--- src/rtl/cheshire_decerr_slv.sv ---
// AXI decode-error slave: absorbs unmapped requests and answers every B/R with DECERR.
// Optional fault log (first offending address) enabled by defining CHESHIRE_DECERR_LOG_EN.
module cheshire_decerr_slv #(
    parameter int unsigned AddrWidth = 48,
    parameter int unsigned IdWidth   = 4,
    parameter int unsigned DataWidth = 64,
    parameter logic [63:0] RespData  = 64'hBADC_AB1E_BADC_AB1E
) (
    input  logic                 clk_i,
    input  logic                 rst_ni,
`ifdef CHESHIRE_DECERR_LOG_EN
    output logic                 err_valid_o,
    output logic [AddrWidth-1:0] err_addr_o,
    input  logic                 err_clr_i,
`endif
    input  logic                 aw_valid_i,
    output logic                 aw_ready_o,
    input  logic [IdWidth-1:0]   aw_id_i,
    input  logic [AddrWidth-1:0] aw_addr_i,
    input  logic                 w_valid_i,
    output logic                 w_ready_o,
    input  logic                 w_last_i,
    output logic                 b_valid_o,
    input  logic                 b_ready_i,
    output logic [IdWidth-1:0]   b_id_o,
    output logic [1:0]           b_resp_o,
    input  logic                 ar_valid_i,
    output logic                 ar_ready_o,
    input  logic [IdWidth-1:0]   ar_id_i,
    input  logic [AddrWidth-1:0] ar_addr_i,
    input  logic [7:0]           ar_len_i,
    output logic                 r_valid_o,
    input  logic                 r_ready_i,
    output logic [IdWidth-1:0]   r_id_o,
    output logic [DataWidth-1:0] r_data_o,
    output logic [1:0]           r_resp_o,
    output logic                 r_last_o
);

    localparam logic [1:0] RespDecErr = 2'b11;

    typedef enum logic [1:0] {W_IDLE, W_DATA, W_RESP} w_state_e;
    typedef enum logic       {R_IDLE, R_DATA} r_state_e;

    w_state_e             w_state_reg, w_state_next;
    logic [IdWidth-1:0]   w_id_reg, w_id_next;
    r_state_e             r_state_reg, r_state_next;
    logic [IdWidth-1:0]   r_id_reg, r_id_next;
    logic [7:0]           r_len_reg, r_len_next;
    logic [7:0]           r_cnt_reg, r_cnt_next;

    // ---------------- write path ----------------
    always_ff @(posedge clk_i) begin
        if (!rst_ni) begin
            w_state_reg <= W_IDLE;
            w_id_reg    <= '0;
        end else begin
            w_state_reg <= w_state_next;
            w_id_reg    <= w_id_next;
        end
    end

    // Handshake outputs are gated with rst_ni so nothing is offered while reset is held.
    always_comb begin
        w_state_next = w_state_reg;
        w_id_next    = w_id_reg;
        aw_ready_o   = 1'b0;
        w_ready_o    = 1'b0;
        b_valid_o    = 1'b0;
        case (w_state_reg)
            W_IDLE: begin
                aw_ready_o = rst_ni;
                if (aw_valid_i) begin
                    w_state_next = W_DATA;
                    w_id_next    = aw_id_i;
                end
            end
            W_DATA: begin
                w_ready_o = rst_ni;
                if (w_valid_i && w_last_i) begin
                    w_state_next = W_RESP;
                end
            end
            W_RESP: begin
                b_valid_o = rst_ni;
                if (b_ready_i) begin
                    w_state_next = W_IDLE;
                end
            end
            default: begin
                w_state_next = W_IDLE;
            end
        endcase
    end

    assign b_id_o   = w_id_reg;
    assign b_resp_o = RespDecErr;

    // ---------------- read path ----------------
    always_ff @(posedge clk_i) begin
        if (!rst_ni) begin
            r_state_reg <= R_IDLE;
            r_id_reg    <= '0;
            r_len_reg   <= '0;
            r_cnt_reg   <= '0;
        end else begin
            r_state_reg <= r_state_next;
            r_id_reg    <= r_id_next;
            r_len_reg   <= r_len_next;
            r_cnt_reg   <= r_cnt_next;
        end
    end

    always_comb begin
        r_state_next = r_state_reg;
        r_id_next    = r_id_reg;
        r_len_next   = r_len_reg;
        r_cnt_next   = r_cnt_reg;
        ar_ready_o   = 1'b0;
        r_valid_o    = 1'b0;
        case (r_state_reg)
            R_IDLE: begin
                ar_ready_o = rst_ni;
                if (ar_valid_i) begin
                    r_state_next = R_DATA;
                    r_id_next    = ar_id_i;
                    r_len_next   = ar_len_i;
                    r_cnt_next   = 8'd0;
                end
            end
            R_DATA: begin
                r_valid_o = rst_ni;
                if (r_ready_i) begin
                    r_cnt_next = r_cnt_reg + 8'd1;
                    if (r_cnt_reg == r_len_reg) begin
                        r_state_next = R_IDLE;
                    end
                end
            end
            default: begin
                r_state_next = R_IDLE;
            end
        endcase
    end

    assign r_id_o   = r_id_reg;
    assign r_resp_o = RespDecErr;
    assign r_last_o = (r_cnt_reg == r_len_reg);

    // Response pattern repeats every 64 bits, so any data width is filled.
    for (genvar gi = 0; gi < DataWidth; gi++) begin : g_resp_data
        assign r_data_o[gi] = RespData[gi % 64];
    end

    // ---------------- fault log ----------------
`ifdef CHESHIRE_DECERR_LOG_EN
    logic                 aw_hs, ar_hs;
    logic                 err_valid_reg, err_valid_next;
    logic [AddrWidth-1:0] err_addr_reg, err_addr_next;

    assign aw_hs = aw_ready_o & aw_valid_i;
    assign ar_hs = ar_ready_o & ar_valid_i;

    always_ff @(posedge clk_i) begin
        if (!rst_ni) begin
            err_valid_reg <= 1'b0;
            err_addr_reg  <= '0;
        end else begin
            err_valid_reg <= err_valid_next;
            err_addr_reg  <= err_addr_next;
        end
    end

    // A clear re-arms the log in the same cycle, so a coincident request is captured.
    always_comb begin
        err_valid_next = err_valid_reg;
        err_addr_next  = err_addr_reg;
        if (err_clr_i) begin
            err_valid_next = 1'b0;
        end
        if (!err_valid_reg || err_clr_i) begin
            if (aw_hs) begin
                err_valid_next = 1'b1;
                err_addr_next  = aw_addr_i;
            end else if (ar_hs) begin
                err_valid_next = 1'b1;
                err_addr_next  = ar_addr_i;
            end
        end
    end

    assign err_valid_o = err_valid_reg;
    assign err_addr_o  = err_addr_reg;
`else
    logic unused_addr;
    assign unused_addr = ^{aw_addr_i, ar_addr_i};
`endif

endmodule

--- config.mk ---
export PLATFORM = sky130hd
export DESIGN_NAME = cheshire_decerr_slv
export DESIGN_NICKNAME = d
export VERILOG_FILES = /design/src/rtl/cheshire_decerr_slv.sv
export SDC_FILE = /design/constraint.sdc
export NUM_CORES = 1
export LEC_CHECK = 0
export ABC_AREA = 1
export BUFFER_PORTS_ARGS = -buffer_cell sky130_fd_sc_hd__clkbuf_2
export CORE_AREA = 2 2 77 79
export CTS_BUF_LIST = sky130_fd_sc_hd__clkbuf_16
export CTS_CLUSTER_SIZE = 40
export DETAILED_ROUTE_END_ITERATION = 16
export DIE_AREA = 0 0 79 81
export PLACE_DENSITY = 0.81
export SLEW_MARGIN = 20
export SYNTH_ARGS = -nofsm -noshare
export SYNTH_HDL_FRONTEND = slang
export SYNTH_SLANG_ARGS = --single-unit
--- constraint.sdc ---
create_clock -name clk_i -period 1.6 [get_ports clk_i]
set_clock_uncertainty 0.1 [all_clocks]
set_input_delay 0.32 -clock clk_i [delete_from_list [all_inputs] [get_ports clk_i]]
set_output_delay 0.32 -clock clk_i [all_outputs]
set_load 0.01 [all_outputs]
# ---- After elaboration in Yosys (flattened, before gate mapping)
# Index checks and enable logic that the tools add are counted.
dict set report totals {
  register_bits 27
  inputBits 120
  out_inout_bits 82
}
dict set report op_classes {
  addsub 1
  eq_ne 8
  mux 16
  bitwise_logic 1
  reduce_logical 6
}
# op count
set op_table {}
lappend op_table {{8-bit 2-to-1 mux} 2}
lappend op_table {{8-bit case mux with 2 select lines} 1}
lappend op_table {{2-bit != test (second input constant)} 5}
lappend op_table {{8-bit by 1-bit adder with 8-bit output (second input constant)} 1}
lappend op_table {{8-bit equality test} 1}
lappend op_table {{1-bit 2-to-1 mux} 8}
lappend op_table {{2-bit 2-to-1 mux} 3}
lappend op_table {{2-bit case mux with 3 select lines} 1}
lappend op_table {{2-bit AND reduction} 3}
lappend op_table {{3-bit AND reduction} 1}
lappend op_table {{2-bit by 1-bit equality test with 1-bit output (second input constant)} 1}
lappend op_table {{2-bit equality test (second input constant)} 1}
lappend op_table {{2-bit zero test} 1}
lappend op_table {{1-bit case mux with 2 select lines} 1}
lappend op_table {{1-bit logical AND} 1}
lappend op_table {{1-bit inverter} 1}

# ---- Logic depth before layout (Yosys ltp)
# Gate-level depths: netlist of the first run.
dict set report logic_depth {
  depth_word 4
  mapped_depth 8
}

# ---- Worst setup path before layout of the first run
# OpenSTA, ideal clock, no wires.
dict set report synth_path {
  path_kind {register -> output}
  from {register r_cnt_reg[3]}
  to {output port r_last_o}
  arrival_ps 850
  required_time_ps 1180
  slack_ps 330
  stages_incl_launch_ff 5
  cell_sequence {dfxtp_1 > xnor2_1 > nand2_1 > nor2_1 > and2_1}
}
dict set report synth_between {
  elab_chain_len 1
}
# item line
set synth_rtl {}
lappend synth_rtl {{from (decl)} 50} ;# logic [7:0] r_cnt_reg, r_cnt_next;
lappend synth_rtl {{from (signal assigned)} 110} ;# r_cnt_reg <= r_cnt_next;
lappend synth_rtl {{8-bit equality test} 148} ;# assign r_last_o = (r_cnt_reg == r_len_reg);
lappend synth_rtl {{to (decl)} 37} ;# output logic r_last_o
# No other way between the ends.

# ---- Worst setup path in the final report of the first run
dict set report layout_path {
  from {register r_cnt_reg[2]}
  to {output port r_last_o}
}
# The elaborated chain is that of the path after synthesis.

==> impl_metrics.env, run 1 <==
export IMPL_synth_edf_count=0
export IMPL_avgSynthCellArea_um2=7.12
export IMPL_vias=1462
export IMPL_highest_layer="met4"
export IMPL_fillers=605
export IMPL_grt_max_degree=19
export IMPL_leakage_nw=1.03
export IMPL_async_reset_ff_frac=0
export IMPL_htree_levels=1
export IMPL_cts_tree="yes"
export IMPL_synth_warnings=0
export IMPL_numCtsBuffers=3
export IMPL_tns_ns=-0.0462
export IMPL_finalHoldViolCount=0
export IMPL_vias_per_cell=3.97
export IMPL_cts_sinks=27
export IMPL_rsz0062_at_grt="true"
export IMPL_route_met2_wl_um=1620
export IMPL_met3_length_um=300
export IMPL_syn_to_final_growth_pct=12.3
export IMPL_clk_insertion_delay_late_ns=0.26
export IMPL_crit_path_start_kind="register"
export IMPL_finalSetupViolCount=1
export IMPL_final_nets=415
export IMPL_netlist_top_cells_count="buf_4, nor2_1, nand2_1, dfxtp_1, o21ai_0"
export IMPL_fin_crit_ns=1.65
export IMPL_syn_area_um2=1750
export IMPL_cts_clk_slew_worst_paths_ns=0.06
export IMPL_path_cells="xnor2_2 > nand2_2 > nor2_4 > and2_1 > buf_2"
export IMPL_drt_iter0_markers=30
export IMPL_drt_total_wl_um=3350
export IMPL_wirelength_met1_um=1380
export IMPL_antennaDiodeCount=0
export IMPL_drtAntennaViolNets=0
export IMPL_worstPathArrival_ns=1.23
export IMPL_critPathKind="reg -> out"
export IMPL_grt_remaining_overflow=0
export IMPL_grt_pass1_wl_um=5040
export IMPL_drive_gt1_frac=0.266
export IMPL_finalMaxSlewViolations=0
export IMPL_die_y_um=81
export IMPL_rows=28
export IMPL_slowest_delay_ns=0.36
export IMPL_violations="setup timing"
export IMPL_start_util=0.308
export IMPL_worst_path_max_delay_cell="dfxtp_4"
export IMPL_maxCapViolCount=0
export IMPL_first_global_vias=1237
export IMPL_hp_class="in -> reg"
export IMPL_ctsHoldBuffers=0
export IMPL_seq_area_frac_synth=0.310
export IMPL_drc=0
export IMPL_ys_flop_type="dfxtp_1"
export IMPL_synth_top_cells_by_area="dfxtp_1, buf_4, nor2_1"
export IMPL_yosysMostFrequentCell="buf_4"
export IMPL_p_per_area_nw_per_um2=844
export IMPL_syn_inst=245
export IMPL_stdcell_count=368
export IMPL_port_buffers=37
export IMPL_placed_cells=355
export IMPL_die_area_um2=6400
export IMPL_wl_per_cell_um=9.09
export IMPL_place_gp_congestion=0.768
export IMPL_power_total_mw=1.65
export IMPL_ys_seq_elements=27
export IMPL_root_buffer="clkbuf_16"
export IMPL_period_share=1.03
export IMPL_grt_total_usage=0.0970
export IMPL_worst_path_dominant_cell_family="flip-flops"
export IMPL_status="finished, violations left"
export IMPL_synth_top_cell_area_share=0.310
export IMPL_layout_setup_ws_ns=-0.0462
export IMPL_grt_antenna_before_repair=0
export IMPL_crit_buf_inv=1
export IMPL_endpoint_kind="primary output"
export IMPL_worst_endpoint_required_ns=1.18
export IMPL_core_area_um2=5680
export IMPL_ios=202
export IMPL_synth_cell_type_count=24
export IMPL_crit_path_max_fanout=5
export IMPL_cts_max_path_buffers=2
export IMPL_die_w_um=79
export IMPL_max_freq_mhz=607
export IMPL_drt_pass1_iter_count=4
export IMPL_reg2reg_slack_ns=0.11
export IMPL_peakVddDrop_mv=0.662
export IMPL_yosys_area_top_type="dfxtp_1"
export IMPL_dp_hpwl_um=2410
## timing repair
action                     CTS  global route
pin swaps                    4             7
setup buffers                8             2
setup endpoints to repair    1             2
hold endpoints to repair     0             0
gates resized for setup     14             9
## worst paths after layout
kind                            depth (start not counted)      endpoint         start
worst max-delay path                                    5      r_last_o  r_cnt_reg[2]
worst min-delay path                                    3  r_len_reg[7]   ar_len_i[7]
worst max register to register                         12   r_state_reg  r_len_reg[0]
worst min register to register                          2  r_len_reg[1]  r_len_reg[1]
## per-stage QoR
stage	hold slack, ns	util	setup slack (ns)	instance area (µm²)
finish	0.177	0.345	-0.0462	1960
global route	0.191	0.345	-0.114	1960
floorplan	0.344	-	0.330	1990
CTS	0.181	0.340	-0.0300	1930
global placement	0.353	0.311	0.170	1770
detailed placement	0.368	0.311	0.171	1770
## layout make-up
type / instances / area (µm²) / share of cell area
Multi-Input combinational cell: 194 / 872 / 0.445
Sequential cell: 27 / 558 / 0.285
Timing Repair Buffer: 51 / 290 / 0.148
Tap cell: 75 / 93.8 / 0.0479
Clock buffer: 3 / 75.1 / 0.0383
Inverter: 17 / 66.3 / 0.0338
Clock inverter: 1 / 5.00 / 0.00255
## layer usage
layer | track usage | up-vias
met5 | 0 | -
met4 | 0.0397 | 0
met3 | 0.0100 | 5
met2 | 0.188 | 84
met1 | 0.108 | 647
li1 | - | 726
## placed cells by master (no fill, tap or decap), types with 2 or more instances in the layout
| master | Yosys | routed |
|---|---|---|
| nor2_4 | 1 | 2 |
| buf_4 | 68 | 14 |
| conb_1 | 2 | 68 |
| xnor2_1 | 5 | 4 |
| inv_2 | 2 | 4 |
| dfxtp_2 | 0 | 5 |
| dfxtp_1 | 27 | 19 |
| nor2_1 | 40 | 38 |
| nand3_1 | 5 | 4 |
| nand2_1 | 33 | 31 |
| inv_1 | 15 | 12 |
| clkbuf_2 | 0 | 36 |
| o21ai_0 | 19 | 19 |
| a21oi_1 | 13 | 13 |
| dfxtp_4 | 0 | 3 |
| clkbuf_16 | 0 | 3 |
| nor3_1 | 2 | 2 |
| nand2_2 | 1 | 3 |
## cells by family after synthesis
group | after synthesis | synth area share
compound gates | 35 | 0.108
xor+xnor | 5 | 0.0251
other cells | 2 | 0.00430
simple gates | 85 | 0.198
buf+inv | 90 | 0.348
fa+ha+maj | 1 | 0.00717
flops | 27 | 0.310
## worst register-to-register path, stage by stage, from the launching register on
cell and delay (ns):
dfxtp_1 0.31, inv_1 0.09, nand2_2 0.06, nand2_1 0.07
nand2_1 0.06, nor2_2 0.13, buf_4 0.12, buf_4 0.09
buf_4 0.09, buf_4 0.10, nand3_2 0.07, nand2_1 0.08
inv_1 0.03
## where the power goes
part | total, mW | internal, mW | switching (mW)
combinational | 0.358 | 0.133 | 0.225
clock | 0.558 | 0.337 | 0.221
sequential | 0.738 | 0.711 | 0.0277
(Power assumes the default switching activity.)
==> run 2: changes to the inputs <==
--- a/config.mk
+++ b/config.mk
@@ -7,12 +7,15 @@
 export LEC_CHECK = 0
 export ABC_AREA = 1
 export BUFFER_PORTS_ARGS = -buffer_cell sky130_fd_sc_hd__clkbuf_2
-export CORE_AREA = 2 2 77 79
+export CELL_PAD_IN_SITES_DETAIL_PLACEMENT = 1
+export CELL_PAD_IN_SITES_GLOBAL_PLACEMENT = 2
+export CORE_ASPECT_RATIO = 1.5
+export CORE_MARGIN = 2
+export CORE_UTILIZATION = 15
 export CTS_BUF_LIST = sky130_fd_sc_hd__clkbuf_16
 export CTS_CLUSTER_SIZE = 40
 export DETAILED_ROUTE_END_ITERATION = 16
-export DIE_AREA = 0 0 79 81
-export PLACE_DENSITY = 0.81
+export PLACE_DENSITY = 0.88
 export SLEW_MARGIN = 20
 export SYNTH_ARGS = -nofsm -noshare
 export SYNTH_HDL_FRONTEND = slang
==> constraint.sdc (replaced) <==
create_clock -name clk_i -period 1.55 [get_ports clk_i]
set_clock_uncertainty 0.1 [all_clocks]
set_input_delay 0.31 -clock clk_i [delete_from_list [all_inputs] [get_ports clk_i]]
set_output_delay 0.31 -clock clk_i [all_outputs]
set_load 0.01 [all_outputs]
==> impl_metrics.env, run 2 (synthesis results as in run 1) <==
export IMPL_multiInputGateArea_um2=880
export IMPL_tns_ns=-0.0958
export IMPL_regArea_um2=556
export IMPL_vias_per_cell=3.30
export IMPL_vias=1466
export IMPL_r2r_cells=13
export IMPL_fillers=1458
export IMPL_root_buffer="clkbuf_16"
export IMPL_wl_per_cell_um=9.42
export IMPL_syn_to_final_growth_pct=18.7
export IMPL_final_nets=416
export IMPL_violations="setup timing"
export IMPL_ios=202
export IMPL_grt_remaining_overflow=0
export IMPL_drive_gt1_frac=0.282
export IMPL_ctsHoldBuffers=0
export IMPL_rsz0062_at_grt="true"
export IMPL_worst_endpoint_required_ns=1.14
export IMPL_antennaDiodeCount=0
export IMPL_first_global_vias=1404
export IMPL_path_cells="xnor2_2 > nand2_1 > nor2_2 > and2_4 > buf_6"
export IMPL_final_cell_mix="conb_1, nor2_1, clkbuf_2, nand2_1, o21ai_0"
export IMPL_placed_cells=432
export IMPL_r2r_end="r_state_reg"
export IMPL_hold_start="ar_len_i[4]"
export IMPL_die_w_um=92.1
export IMPL_setup_worst_path_start="r_cnt_reg[6]"
export IMPL_cts_max_path_buffers=2
export IMPL_drc=0
export IMPL_slowest_delay_ns=0.33
export IMPL_layout_setup_ws_ns=-0.0799
export IMPL_layout_commonest_cell="conb_1"
export IMPL_worst_path_dominant_cell_family="simple AND/OR/NAND/NOR gates"
export IMPL_cts_clk_slew_worst_paths_ns=0.07
export IMPL_die_y_um=136
export IMPL_worst_path_max_delay_cell="dfxtp_2"
export IMPL_critPathKind="reg -> out"
export IMPL_finalSetupViolCount=2
export IMPL_utilization=0.182
export IMPL_grt_total_usage=0.0657
export IMPL_crit_path_start_kind="register"
export IMPL_grt_pass1_wl_um=6320
export IMPL_drt_pass1_iter_count=2
export IMPL_grt_max_degree=20
export IMPL_crit_path_max_fanout=2
export IMPL_core_area_um2=11400
export IMPL_dp_hpwl_um=3330
export IMPL_numCtsBuffers=3
export IMPL_max_freq_mhz=614
export IMPL_worstPathArrival_ns=1.22
export IMPL_period_share=1.05
export IMPL_crit_end="r_last_o"
export IMPL_leakage_nw=1.05
export IMPL_reg2reg_slack_ns=-0.02
export IMPL_port_buffers=37
export IMPL_power_total_mw=1.74
export IMPL_hp_class="in -> reg"
export IMPL_start_util=0.153
export IMPL_status="finished, violations left"
export IMPL_endpoint_kind="primary output"
export IMPL_pre_cts_ws_ns=0.0753
export IMPL_r2r_start="r_cnt_reg[1]"
export IMPL_place_gp_congestion=0.734
export IMPL_clk_insertion_delay_late_ns=0.27
export IMPL_peakVddDrop_mv=0.361
export IMPL_drt_iter0_markers=6
export IMPL_drtAntennaViolNets=0
export IMPL_grt_antenna_before_repair=0
export IMPL_fin_crit_ns=1.63
export IMPL_finalHoldViolCount=0
export IMPL_p_per_area_nw_per_um2=838
export IMPL_path_depth=5
export IMPL_drt_total_wl_um=4180
export IMPL_htree_levels=1
export IMPL_cts_tree="yes"
export IMPL_rows=48
export IMPL_crit_buf_inv=1
export IMPL_die_area_um2=12500
export IMPL_cts_sinks=27
export IMPL_finalMaxSlewViolations=0
export IMPL_stdcell_count=444
export IMPL_maxCapViolCount=0
-- run 2: routing by layer --
metal | share of wire | routed length [µm] | global-route usage | vias up
li1 | - | - | - | 727
met3 | 0.085 | 355 | 0.0177 | 5
met1 | 0.40 | 1660 | 0.0668 | 650
met5 | 0 | 0 | 0 | -
met4 | 0.020 | 82 | 0.0323 | 0
met2 | 0.50 | 2080 | 0.123 | 84
-- run 2: power by group --
part | switching [mW] | internal [mW] | leakage [nW]
combinational | 0.230 | 0.138 | 0.777
clock | 0.253 | 0.347 | 0.0423
sequential | 0.0307 | 0.737 | 0.227
total | 0.514 | 1.22 | 1.05
-- run 2: repair_timing --
action                                  4_1_cts  5_1_grt
buffers inserted                              6        2
pin swaps                                     6        3
endpoints found under the setup margin        1        3
gates resized for setup                      15       11
-- run 2: worst register-to-register path, cell delays in order, from the launching register on --
cell and delay, ns:
dfxtp_2 0.37, inv_1 0.05, nand2_1 0.05, nand2_1 0.04
nand2_1 0.08, nor2_2 0.05, buf_4 0.12, buf_4 0.12
buf_4 0.12, buf_4 0.12, buf_4 0.12, nand3_1 0.09
nand2_1 0.06, inv_1 0.04
-- run 2: area by class of cell --
| cell class | instances | area share |
|---|---|---|
| inverter | 17 | 0.0320 |
| clock inverter | 1 | 0.00181 |
| timing repair buffer | 52 | 0.147 |
| tap | 150 | 0.0906 |
| clock buffer | 3 | 0.0362 |
| multi-input combinational | 194 | 0.425 |
| sequential | 27 | 0.268 |
-- run 2: worst min-delay path by stage --
stage | to | cells past startpoint
6_report | r_len_reg[4] | 3
5_1_grt | r_id_o[0] | 3
4_1_cts | r_len_reg[4] | 3
3_5_place_dp | r_len_reg[1] | 2
3_3_place_gp | r_len_reg[5] | 2
2_1_floorplan | r_len_reg[5] | 2
-- run 2: metrics by stage --
| stage | cell area (µm²) | hold slack, ns |
|---|---|---|
| 3_5_place_dp | 1870 | 0.379 |
| 4_1_cts | 2030 | 0.161 |
| 2_1_floorplan | 1990 | 0.344 |
| 5_1_grt | 2070 | 0.184 |
| 6_report | 2070 | 0.162 |
| 3_3_place_gp | 1870 | 0.353 |
==> run 3: changes to the inputs <==
--- a/config.mk
+++ b/config.mk
@@ -9,7 +9,7 @@
 export BUFFER_PORTS_ARGS = -buffer_cell sky130_fd_sc_hd__clkbuf_2
 export CELL_PAD_IN_SITES_DETAIL_PLACEMENT = 1
 export CELL_PAD_IN_SITES_GLOBAL_PLACEMENT = 2
-export CORE_ASPECT_RATIO = 1.5
+export CORE_ASPECT_RATIO = 2
 export CORE_MARGIN = 2
 export CORE_UTILIZATION = 15
 export CTS_BUF_LIST = sky130_fd_sc_hd__clkbuf_16
==> impl_metrics.env, run 3 (synthesis results as in run 1) <==
export IMPL_status="finished, violations left"
export IMPL_violations="setup timing"
export IMPL_port_buffers=37
export IMPL_cts_tree="yes"
export IMPL_first_global_vias=1428
export IMPL_core_area_um2=11400
export IMPL_drt_pass1_iter_count=2
export IMPL_place_gp_congestion=0.807
export IMPL_worst_path_max_delay_cell="dfxtp_4"
export IMPL_cts_clk_slew_worst_paths_ns=0.07
export IMPL_rows=55
export IMPL_grt_remaining_overflow=0
export IMPL_crit_path_max_fanout=2
export IMPL_top_usage_layer="met2"
export IMPL_cts_max_path_buffers=2
export IMPL_min_delay_path_depth=3
export IMPL_peakVddDrop_mv=0.478
export IMPL_fin_crit_ns=1.65
export IMPL_finalMaxSlewViolations=0
export IMPL_finalSetupViolCount=1
export IMPL_drive_gt1_frac=0.280
export IMPL_r2r_end="r_state_reg"
export IMPL_grt_pass1_wl_um=6580
export IMPL_reg2reg_slack_ns=0.15
export IMPL_leakage_nw=1.04
export IMPL_max_freq_mhz=605
export IMPL_die_y_um=157
export IMPL_grt_max_degree=19
export IMPL_final_cell_mix="conb_1, nor2_1, clkbuf_2, nand2_1, o21ai_0"
export IMPL_finalHoldViolCount=0
export IMPL_power_total_mw=1.74
export IMPL_drt_iter0_markers=19
export IMPL_ios=202
export IMPL_hold_end="r_id_o[1]"
export IMPL_htree_levels=1
export IMPL_pre_cts_ws_ns=0.0470
export IMPL_grt_total_usage=0.0693
export IMPL_die_w_um=80.3
export IMPL_placed_area_um2=1880
export IMPL_worst_path_dominant_cell_family="simple AND/OR/NAND/NOR gates"
export IMPL_hp_class="in -> reg"
export IMPL_setup_worst_path_start="r_cnt_reg[2]"
export IMPL_layout_commonest_cell="conb_1"
export IMPL_rsz0062_at_grt="true"
export IMPL_critPathKind="reg -> out"
export IMPL_vias=1507
export IMPL_period_share=1.07
export IMPL_stdcell_count=435
export IMPL_hold_start="ar_id_i[1]"
export IMPL_antennaDiodeCount=0
export IMPL_syn_to_final_growth_pct=18.6
export IMPL_layout_setup_ws_ns=-0.102
export IMPL_utilization=0.182
export IMPL_root_buffer="clkbuf_16"
export IMPL_p_per_area_nw_per_um2=842
export IMPL_finish_instance_area_um2=2070
export IMPL_worst_endpoint_required_ns=1.14
export IMPL_wl_per_cell_um=10.1
export IMPL_use_met1=0.0636
export IMPL_drc=0
export IMPL_drtAntennaViolNets=0
export IMPL_path_cells="xnor2_2 > nand2_1 > nor2_2 > and2_4 > buf_6"
export IMPL_endpoint_kind="primary output"
export IMPL_crit_path_start_kind="register"
export IMPL_start_util=0.154
export IMPL_cts_sinks=27
export IMPL_grt_met2_usage=0.133
export IMPL_placed_cells=426
export IMPL_slowest_delay_ns=0.36
export IMPL_crit_buf_inv=1
export IMPL_r2r_cells=9
export IMPL_worstPathArrival_ns=1.24
export IMPL_maxCapViolCount=0
export IMPL_clk_insertion_delay_late_ns=0.27
export IMPL_numCtsBuffers=3
export IMPL_final_nets=415
export IMPL_r2r_start="r_cnt_reg[2]"
export IMPL_vias_per_cell=3.46
export IMPL_die_area_um2=12600
export IMPL_dp_hpwl_um=3600
export IMPL_drt_total_wl_um=4370
export IMPL_grt_util_met3=0.00923
export IMPL_grt_antenna_before_repair=0
## run 3: cell count changes in the layout (fill, tap and decap cells not counted), sizes merged
cell | previous run | this run
inv | 18 | 17
buf | 16 | 15
clkinv | 0 | 1
## run 3: worst max-delay path by stage
stage | end | slack (ns) | depth (start not counted)
after detailed placement | r_last_o | 0.05 | 5
after global placement | r_last_o | 0.07 | 5
after CTS | r_last_o | -0.14 | 5
after global routing | r_last_o | -0.19 | 5
after floorplan | r_last_o | 0.29 | 4
final | r_last_o | -0.10 | 5
## run 3: layout make-up
class                           instances  area, µm²
Inverter                               17       63.8
Tap cell                              142        178
Clock inverter                          1       5.00
Sequential cell                        27        558
Fill cell                            1413       9280
Multi-Input combinational cell        194        895
Timing Repair Buffer                   51        297
Clock buffer                            3       75.1
## run 3: stage by stage
stage / TNS, ns / hold slack (ns)
global placement: 0 / 0.356
finish: -0.102 / 0.161
global route: -0.194 / 0.167
detailed placement: 0 / 0.375
CTS: -0.193 / 0.156
floorplan: 0 / 0.344
## run 3: worst reg2reg max path: stages (launching register included)
cell and delay, ns:
dfxtp_4 0.36, xnor2_2 0.14, nand2_1 0.08, nor2_2 0.14
buf_4 0.12, buf_4 0.09, buf_4 0.10, nand3_4 0.06
nand2_2 0.07, inv_1 0.03
## run 3: what timing repair did
item / 4_1_cts / 5_1_grt
endpoints found under the setup margin: 1 / 3
resized for setup: 13 / 13
hold endpoints to repair: 0 / 0
hold buffers: 0 / 0
pin swaps: 5 / 3
buffers inserted: 7 / 0
gates cloned: 0 / 0
## run 3: where the power goes
part	total [mW]	internal, mW	switching, mW
Sequential	0.762	0.734	0.0278
Combinational	0.371	0.133	0.237
Clock	0.611	0.349	0.262
Total	1.74	1.22	0.527
## run 3: metal layers
layer / share of wire / wire length [µm]
met4: 0.040 / 177
met3: 0.070 / 306
met2: 0.56 / 2430
met1: 0.33 / 1460
met5: 0 / 0
